[config.mk]
export PLATFORM = sky130hd
export DESIGN_NAME = muldiv_sequencer
export DESIGN_NICKNAME = d
export VERILOG_FILES = /design/src/rtl/muldiv_sequencer_pkg.sv /design/src/rtl/muldiv_step.sv /design/src/rtl/muldiv_sequencer.sv
export SDC_FILE = /design/constraint.sdc
export NUM_CORES = 1
export LEC_CHECK = 0
export ABC_AREA = 1
export CAP_MARGIN = 40
export CORE_MARGIN = 2
export CORE_UTILIZATION = 50
export CTS_BUF_LIST = sky130_fd_sc_hd__clkbuf_4
export DETAILED_ROUTE_END_ITERATION = 6
export PLACE_DENSITY = 0.65
export SETUP_SLACK_MARGIN = 0.02
export SLEW_MARGIN = 25
export SYNTH_ARGS = -nofsm -noshare
export SYNTH_HDL_FRONTEND = slang
export SYNTH_SLANG_ARGS = --single-unit
[constraint.sdc]
create_clock -name clk -period 22.6 [get_ports clk]
set_input_delay 4.52 -clock clk [delete_from_list [all_inputs] [get_ports clk]]
set_output_delay 4.52 -clock clk [all_outputs]
set_load 0.02 [all_outputs]
[src/rtl/muldiv_sequencer_pkg.sv]
// Shared types and constants for the RV32M multiply/divide sequencer.
package muldiv_sequencer_pkg;

  localparam int XLEN = 32;

  typedef enum logic [2:0] {
    S_IDLE = 3'd0,
    S_PREP = 3'd1,
    S_RUN  = 3'd2,
    S_FIX  = 3'd3,
    S_DONE = 3'd4
  } state_t;

  localparam logic [2:0] OP_MUL    = 3'b000;
  localparam logic [2:0] OP_MULH   = 3'b001;
  localparam logic [2:0] OP_MULHSU = 3'b010;
  localparam logic [2:0] OP_MULHU  = 3'b011;
  localparam logic [2:0] OP_DIV    = 3'b100;
  localparam logic [2:0] OP_DIVU   = 3'b101;
  localparam logic [2:0] OP_REM    = 3'b110;
  localparam logic [2:0] OP_REMU   = 3'b111;

  localparam logic [XLEN-1:0] DIV_ZERO_QUO = 32'hFFFF_FFFF;
  localparam logic [XLEN-1:0] OVF_QUO      = 32'h8000_0000;

  function automatic logic op_is_div(input logic [2:0] op);
    return op[2];
  endfunction

endpackage

[src/rtl/muldiv_step.sv]
// One combinational iteration: LSB-first shift-add multiply or MSB-first
// restoring divide, chosen by div_mode.
module muldiv_step
  import muldiv_sequencer_pkg::*;
(
  input  logic            div_mode,
  input  logic [63:1]     acc_in,
  input  logic            mul_bit,
  input  logic [XLEN-1:0] mcand,
  input  logic [32:0]     rem_in,
  input  logic            div_bit,
  input  logic [XLEN-1:0] divisor,
  output logic [63:0]     acc_out,
  output logic [32:0]     rem_out,
  output logic            q_bit
);

  logic [32:0] sum;
  logic [33:0] trial;

  always_comb begin
    sum     = {1'b0, acc_in[63:32]} + {1'b0, (mul_bit && !div_mode) ? mcand : '0};
    // bit 0 of the accumulator shifts out; the product settles after 32 steps
    acc_out = {sum, acc_in[31:1]};
    // remainder stays below the divisor, so bit 33 of the trial is a clean sign
    trial   = {rem_in, div_bit} - {2'b00, divisor};
    q_bit   = div_mode && !trial[33];
    rem_out = q_bit ? trial[32:0] : {rem_in[31:0], div_bit};
  end

endmodule

[src/rtl/muldiv_sequencer.sv]
// RV32M multi-cycle multiply/divide sequencer: FSM, operand/sign registers,
// iteration counter and sign fix-up of the registered result.
module muldiv_sequencer
  import muldiv_sequencer_pkg::*;
(
  input  logic            clk,
  input  logic            reset,
  input  logic            start,
  input  logic [2:0]      md_op,
  input  logic [XLEN-1:0] data1,
  input  logic [XLEN-1:0] data2,
  input  logic            flush,
  output logic            busy,
  output logic            done,
  output logic [XLEN-1:0] result
);

  // state  | meaning
  // IDLE   | waiting for start
  // PREP   | record signs, take magnitudes, detect div-by-zero / overflow
  // RUN    | 32 iterations, one per cycle
  // FIX    | sign correction and result select
  // DONE   | result valid, done pulse, may accept a back-to-back start

  state_t            state, state_next;
  logic [2:0]        op;
  logic [XLEN-1:0]   opa, opb;
  logic              s1, s2;
  logic [63:0]       acc, acc_step, prod;
  logic [32:0]       rem, rem_step;
  logic [XLEN-1:0]   quo, quo_fix, rem_fix;
  logic [4:0]        cnt;
  logic              q_bit;
  logic              sgn1, sgn2, div_zero, div_ovf, special;
  logic [XLEN-1:0]   special_val, fix_val;

  muldiv_step u_step (
    .div_mode (op_is_div(op)),
    .acc_in   (acc[63:1]),
    .mul_bit  (opb[cnt]),
    .mcand    (opa),
    .rem_in   (rem),
    .div_bit  (opa[~cnt]),
    .divisor  (opb),
    .acc_out  (acc_step),
    .rem_out  (rem_step),
    .q_bit    (q_bit)
  );

  always_comb begin
    sgn1     = opa[31] && (op == OP_MULH || op == OP_MULHSU || op == OP_DIV || op == OP_REM);
    sgn2     = opb[31] && (op == OP_MULH || op == OP_DIV || op == OP_REM);
    div_zero = op_is_div(op) && (opb == '0);
    div_ovf  = (op == OP_DIV || op == OP_REM) && (opa == OVF_QUO) && (opb == '1);
    special  = div_zero || div_ovf;
    if (div_zero) special_val = op[1] ? opa : DIV_ZERO_QUO;
    else          special_val = op[1] ? '0 : OVF_QUO;

    prod    = (s1 ^ s2) ? -acc : acc;
    quo_fix = (s1 ^ s2) ? -quo : quo;
    rem_fix = s1 ? -rem[31:0] : rem[31:0];
    if (op_is_div(op)) fix_val = op[1] ? rem_fix : quo_fix;
    else               fix_val = (op == OP_MUL) ? prod[31:0] : prod[63:32];
  end

  always_comb begin
    state_next = state;
    case (state)
      S_IDLE:  if (start) state_next = S_PREP;
      S_PREP:  state_next = special ? S_DONE : S_RUN;
      S_RUN:   if (cnt == 5'd31) state_next = S_FIX;
      S_FIX:   state_next = S_DONE;
      S_DONE:  state_next = start ? S_PREP : S_IDLE;
      default: state_next = S_IDLE;
    endcase
    if (flush && state != S_IDLE) state_next = S_IDLE;
  end

  always_ff @(posedge clk or posedge reset) begin
    if (reset) state <= S_IDLE;
    else       state <= state_next;
  end

  always_ff @(posedge clk or posedge reset) begin
    if (reset) begin
      op     <= '0;
      opa    <= '0;
      opb    <= '0;
      s1     <= 1'b0;
      s2     <= 1'b0;
      acc    <= '0;
      rem    <= '0;
      quo    <= '0;
      cnt    <= '0;
      result <= '0;
    end else begin
      case (state)
        S_IDLE, S_DONE: begin
          if (state_next == S_PREP) begin
            op  <= md_op;
            opa <= data1;
            opb <= data2;
          end
        end
        S_PREP: begin
          s1  <= sgn1;
          s2  <= sgn2;
          if (sgn1) opa <= -opa;
          if (sgn2) opb <= -opb;
          acc <= '0;
          rem <= '0;
          quo <= '0;
          cnt <= '0;
          if (state_next == S_DONE) result <= special_val;
        end
        S_RUN: begin
          cnt <= cnt + 5'd1;
          if (op_is_div(op)) begin
            rem <= rem_step;
            quo <= {quo[30:0], q_bit};
          end else begin
            acc <= acc_step;
          end
        end
        S_FIX: begin
          if (state_next == S_DONE) result <= fix_val;
        end
        default: ;
      endcase
    end
  end

  assign busy = (state == S_PREP) || (state == S_RUN) || (state == S_FIX);
  assign done = (state == S_DONE);

endmodule

======== Word-level counts from Yosys, hierarchy flattened ========
Cells that the tools add are included.
word-level totals
  output and inout port bits .............. 34
  logic and storage cells ................. 113
  latch bits .............................. 0
  register bits after elaboration ......... 238
  memories kept ........................... 0
  bits in read-only memories .............. 0
  bits in writable memories ............... 0
operators by class
  add/sub/neg operators ................... 8
  div/mod/pow operators ................... 0
  muxes and demuxes ....................... 37
  equality and inequality tests ........... 20
  $lt $le $gt $ge ......................... 2
  reduce and logical (&&, ||, !) cells .... 33
  shift-type cells ........................ 0
  bitwise operators ....................... 2
  multipliers ............................. 0
operator list
  operator                                                                       count
  32-bit 2-to-1 mux                                                              16
  32-bit one-hot mux with 2 select lines                                         4
  64-bit 2-to-1 mux                                                              2
  32-bit negator                                                                 4
  64-bit one-hot mux with 2 select lines                                         1
  33-bit 2-to-1 mux                                                              2
  33-bit one-hot mux with 2 select lines                                         1
  32-bit equality test (second input constant)                                   2
  64-bit negator                                                                 1
  34-bit by 32-bit subtractor with 34-bit output                                 1
  32-bit by 32-bit adder with 33-bit output                                      1
  32-bit zero test                                                               1
  3-bit one-hot mux with 5 select lines                                          1
  2-bit != test (second input constant)                                          7
  3-bit equality test (second input constant)                                    4
  5-bit by 6-bit less-than comparator with 1-bit output (second input constant)  2
  3-bit 2-to-1 mux                                                               4
  1-bit binary-select mux with 5-bit select                                      2
  5-bit one-hot mux with 2 select lines                                          1
  3-bit by 1-bit equality test with 1-bit output (second input constant)         3
  3-bit by 2-bit equality test with 1-bit output (second input constant)         3
  1-bit logical OR                                                               9
  3-bit AND reduction                                                            3
  1-bit logical AND                                                              8
  11 further kinds                                                               19

======== Logic depth before layout (Yosys ltp) ========
  depth in word-level cells ............... 11
  mapped depth ............................ 25

======== By module ========
Synthesis repeated with hierarchy kept, for this count alone.
second synthesis, totals
  cells, all modules ...................... 3755
  area, all modules ....................... 22670.5 sq um
by module, submodules not included
  module            instances  area each (sq um)  cells each
  muldiv_sequencer  1          17136.4            2689
  muldiv_step       1          5534.1             1066

======== Worst setup path before layout ========
No wires, ideal clock.
  path type ............................... in2reg
  from .................................... input port flush
  to ...................................... register opa[2]
  required time ........................... 22.470 ns
  stages .................................. 11
  data arrival time ....................... 5.534 ns
  path slack .............................. 16.936 ns
  library setup time ...................... 0.130 ns
  path buffers ............................ 1
  cell sequence ........................... a21boi_0 -> inv_1 -> nand2_1 -> inv_2 -> nand2_2 -> nand2_1 -> nand2_2 -> inv_2 -> buf_4 -> o211ai_1 -> o21ai_0
between the ends
  word-level cells in the longest chain between the ends .. 5
RTL lines
  element                                         line                     text
  start: declaration                              muldiv_sequencer.sv:12   input logic flush,
  1-bit logical AND                               muldiv_sequencer.sv:76   if (flush && state != S_IDLE) state_next = S_IDLE;
  3-bit 2-to-1 mux                                muldiv_sequencer.sv:76
  via state_next[0]                               muldiv_sequencer.sv:25   state_t state, state_next;
  3-bit by 1-bit equality test with 1-bit output  muldiv_sequencer.sv:99   if (state_next == S_PREP) begin
  2-bit != test (no source line)                  n/a
  3-bit AND reduction (no source line)            n/a
  end signal: assignment                          muldiv_sequencer.sv:101  opa <= data1;
  end signal: assignment                          muldiv_sequencer.sv:108  if (sgn1) opa <= -opa;
  end: declaration                                muldiv_sequencer.sv:27   logic [XLEN-1:0] opa, opb;
The timed path passes the listed nets, and every way through them passes these cells.
A chain may end at the register's enable or synchronous reset.

======== Worst setup path in the final report ========
  from .................................... register state[0]
  to ...................................... output port done
between the ends
  word-level cells in the longest chain between the ends .. 1
RTL lines
  element                   line                     text
  start: declaration        muldiv_sequencer.sv:25
  start signal: assignment  muldiv_sequencer.sv:81   else state <= state_next;
  3-bit equality test       muldiv_sequencer.sv:134  assign done = (state == S_DONE);
  end: declaration          muldiv_sequencer.sv:14   output logic done,
Every way passes these cells.

==> results <==
- The run finished with clean final reports.
- The highest fanout seen on the critical path is 5.
- The proportion of layout cells with a drive suffix above 1 is 5.233%.
- Once layout is complete, the cells apart from fillers number 4153.
- The width of the die is between 200 and 250 um.
- The post-detailed-route wirelength per cell is between 20 and 25 um.
- The DRC marker count from the first detailed-route iteration is between 3000 and 4000.
- The global-route wire length before repair is roughly 130 mm.
- The top cell types in the final layout, fill and taps aside, are sky130_fd_sc_hd__nand2_1 (917), sky130_fd_sc_hd__nor2_1 (468), sky130_fd_sc_hd__inv_1 (387), sky130_fd_sc_hd__nand3_1 (360), sky130_fd_sc_hd__o21ai_0 (250).
- The via count of the first global-routing pass is approximately 24000.
- The min-delay analysis places its worst path in the category flip-flop to flip-flop.
- The worst setup path is of the flip-flop to output port kind.
- The cell area that synthesis handed to floorplanning was 0.02125 sq mm.
- Detailed placement finished with a half-perimeter wire length of 66.14 mm.
- The share of the synthesized area in compound gates (AO/OA/AOI/OAI) is roughly 18%.
- The clock reaches the later pin of the worst-skew pair after 0.84 ns.
- The number of top-level pins is roughly 110.
- The commonest non-fill, non-tap cell in the layout is sky130_fd_sc_hd__nand2_1.
- The number of max-slew violations in the final report is 0.
- After synthesis, flip-flops and latches occupy approximately 28% of the total area.
- The cell family contributing the most delay on the critical path is buffers and inverters.
- The count of port buffers added during placement is 104.
- The main combinational cell family by area after synthesis is simple AND/OR/NAND/NOR gates.
- After floorplanning, the core was divided into 75 placement rows.
- Wire segments on met3 add up to 8.028 mm in the final route.
- The cell with the biggest individual delay on the critical path is sky130_fd_sc_hd__clkdlybuf4s50_1.
- For this run, the top clock speed supported by timing is 141.4 MHz.
- Registers take approximately 0.0060 sq mm.
- The multi-input combinational cells in the finished layout cover a total of ~0.013 sq mm.
- The flip-flop cell with the highest count after synthesis is sky130_fd_sc_hd__dfrtp_1.
- Summed over all cells, the static leakage comes to roughly 12 nW.
- The first-pass detailed-route iteration total is 7.
- The tree built by TritonCTS fans out to 238 sinks.
- At the pin with the least slew margin, the transition time is roughly 0.86 ns.
- The starting density of the core is approximately half.
- The sum of internal, switching and leakage power is about 3.1 mW.
- The master cell of the clock root buffer is sky130_fd_sc_hd__clkbuf_4.
- The via count normalized by instance count is 6.058.
- From synthesis to final layout, the design area changed by 11.23%.
- The quantity of gates resized following cts is 0.
- In this run, synthesis produced a sequential element count of ~240.
- The number of maximum-capacitance violations is 0.
- The post-synthesis async set-or-reset flop share is between 90% and 100%.
- Data on the critical path is required at its endpoint by about 18 ns.
- The final critical-path setup slack is around 16 ns.
- The element type at the critical path end is an output port.
- TritonCTS built the clock tree.
- Once placement finished, the instance area stood at between 0.02 and 0.025 sq mm.
- The count of cell types in the netlist is 51.
- In the final design database the tool counted roughly 3700 nets.
- The number of antenna violations at the first check in global routing is 2.
- The final design area excluding fillers is about 0.024 sq mm.
- The ratio of final minimum period to clock period is a little under a third.
- Walking the worst path, the cells encountered are nor2_1 > inv_1 > nor2_1 > clkdlybuf4s50_1.
- The worst path arrival time is 2.55 ns.
- The post-layout utilization of the core is 56.36%.
- For this block, the via count after detailed routing is 25160.
- The number of filler cells placed in the layout is about 4300.
- Of the total synthesized cell area, the portion taken by AND, OR, NAND and NOR gates is a little under two fifths.
- The floorplan step set the die height to roughly 210 um.
- The aggregate negative setup slack is 0 ns.
- Setup repair after global routing left no endpoint under its margin.
- Setup violations remaining at the end of the flow were counted as 0.
- For this design, the CTS-stage hold fixing added 0 buffers.
- The largest stage delay on the critical path is between 0.6 and 0.7 ns.
- Entering global routing, the biggest net connects slightly above 100 pins.
- The placeable core region is 0.04195 sq mm.
- The congestion estimate from routability-driven global placement came to 1.044.
- The clock period could shrink to about 7.1 ns.
- The post-CTS repair timing setup buffer count is 0.
- The clock buffer count from CTS is between 70 and 80.
- The number of buffers and inverters on the critical path is 2.
- The maximum vdd ir drop is about 0.086 mV.
- The setup slack at placement is between 15 and 20 ns.
- The final hold violation count is 0.
- After detailed placement, the design holds a cell count of 4035.
- The post-synth net total is approximately 3600.
- Summed over all layers, the routed wires come to approximately 87 mm.
- Between clock sinks in the finished design, the worst skew comes to between 0.05 and 0.06 ns.
- The worst setup path is launched from a flip-flop.
- The tightest slew margin relative to the limit is a little over two fifths.
- The synthesized netlist devotes under 10% of its cell area to adder and majority cells.
- In this run the top signal layer used is met4.
- In the final routing, the length of wire on met1 measures 33.80 mm.
- Global routing used a little under 40% of the available tracks.
- Power spread over the standard cell area amounts to ~130 mW/mm^2.
- The post-synthesis area per instance is 6.084 sq um.
- The number of flops mapped to enable cells by yosys is 0.
- The worst hold slack is between 0.5 and 0.6 ns.
- The area of the die is roughly 0.044 sq mm.
- The share of synthesized area spent on multiplexers is 0%.
- Of the total synthesized cell area, the portion taken by XOR and XNOR cells is roughly 2.2%.
- The count of synthesis-stage warnings from yosys is 0.
- Counting along the longest clock path gives a buffer depth of 3.
- The cell count after synthesis is around 3500.
- The deepest level of the CTS H-tree is 3.
- Detailed routing placed a total of approximately 40 mm of wire on met2.
- The remaining global-route overflow is 0.
- After clock tree synthesis, the clock-pin slew on the worst setup and hold paths is roughly 0.060 ns.
- Counting stages on the worst path, the most repeated cell is sky130_fd_sc_hd__nor2_1.
- The post-route antenna net violation count is 0.
- The residual DRC count is 0.
-- worst reg2reg max path: cells and delay by family, from the launching register on --
kind	cells	cell delay (ns)
DFF	1	0.90
buffers and inverters	4	0.89
AOI/OAI and AO/OA	8	1.87
and+or+nand+nor	8	0.92
adders and majority gates	2	0.58
-- layer usage --
metal | vias to the layer above | GRT usage [%]
li1 | 11750 | -
met1 | 11620 | 49.42
met2 | 1480 | 62.01
met3 | 306 | 6.764
met4 | 0 | 22.65
met5 | - | 0
-- cells in the mapped netlist, types with 2 or more instances --
master                     number  area (sq um)
sky130_fd_sc_hd__clkbuf_1      60         225.2
sky130_fd_sc_hd__a21o_1         7         52.55
sky130_fd_sc_hd__fa_1           2         40.04
sky130_fd_sc_hd__o21ai_1       13         65.06
sky130_fd_sc_hd__buf_2         40         200.2
sky130_fd_sc_hd__o21bai_1      10         75.07
sky130_fd_sc_hd__nand4_1       53         331.6
sky130_fd_sc_hd__buf_4         10         75.07
sky130_fd_sc_hd__buf_6          3         33.78
sky130_fd_sc_hd__a211oi_1       2         15.01
sky130_fd_sc_hd__o211ai_1      20         150.1
sky130_fd_sc_hd__nand3_1      360          1802
sky130_fd_sc_hd__nor4_1         7         43.79
sky130_fd_sc_hd__and2_1         2         12.51
sky130_fd_sc_hd__or2_2          6         37.54
sky130_fd_sc_hd__a21boi_0       4         30.03
sky130_fd_sc_hd__nor3_2         2         20.02
sky130_fd_sc_hd__xor2_1        35         306.5
sky130_fd_sc_hd__inv_1        388          1456
sky130_fd_sc_hd__nor3b_1        2         15.01
sky130_fd_sc_hd__xnor2_1       19         166.4
sky130_fd_sc_hd__nand2_1      917          3442
sky130_fd_sc_hd__nor3_1        49         245.2
sky130_fd_sc_hd__o21a_1         6         45.04
sky130_fd_sc_hd__a21oi_1      243          1216
sky130_fd_sc_hd__nand3_2        3         30.03
sky130_fd_sc_hd__nor2_1       468          1757
sky130_fd_sc_hd__nand2_2        5         31.28
sky130_fd_sc_hd__o21ai_0      250          1251
sky130_fd_sc_hd__a31oi_1       41         256.5
sky130_fd_sc_hd__nor3_4         3         48.80
sky130_fd_sc_hd__nor2_2        12         75.07
sky130_fd_sc_hd__o22ai_1       84         525.5
sky130_fd_sc_hd__dfrtp_1      238          5956
sky130_fd_sc_hd__nand3b_1      12         90.09
sky130_fd_sc_hd__ha_1          72         900.9
sky130_fd_sc_hd__and3_1         4         25.02
sky130_fd_sc_hd__inv_2         17         63.81
sky130_fd_sc_hd__buf_1         12         45.04
-- flip-flops by register name, summed over array words and instances (netlist names), 3 cells and up --
register and count:
cnt 5, rem 33, op 3, opa 32, state 3, quo 32
result 32, acc 64, opb 32
-- path summary, 6_finish.rpt --
check | start | to | slack, ns | depth (start not counted)
min in group asynchronous | reset | acc[26] | 4.21 | 2
worst max-delay path | state[0] | done | 15.53 | 4
worst min-delay path | opa[30] | opa[30] | 0.50 | 2
worst min register to register | opa[30] | opa[30] | 0.50 | 2
max in group asynchronous | reset | acc[57] | 16.26 | 6
worst max register to register | cnt[1] | acc[47] | 17.25 | 22
-- layout make-up --
cell class / count / area share [%]
timing repair buffer: 131 / 5.748
antenna: 2 / 0.02117
sequential: 238 / 25.21
tap: 539 / 2.853
inverter: 407 / 6.510
multi-input combinational: 2722 / 55.82
clock inverter: 18 / 0.7939
clock buffer: 96 / 3.049
-- power by group --
part	internal, mW	switching, mW	leakage (nW)
logic	0.571	1.38	8.57
clock network	0.241	0.220	0.523
registers	0.543	0.190	3.09
-- cell families after synthesis --
logic type,Yosys count
buffers and inverters,533
adders and majority gates,74
DFF,238
AOI/OAI and AO/OA,686
xor gates and xnor gates,54
and+or+nand+nor,1908
Note: power is estimated with default switching activity, not from simulation.
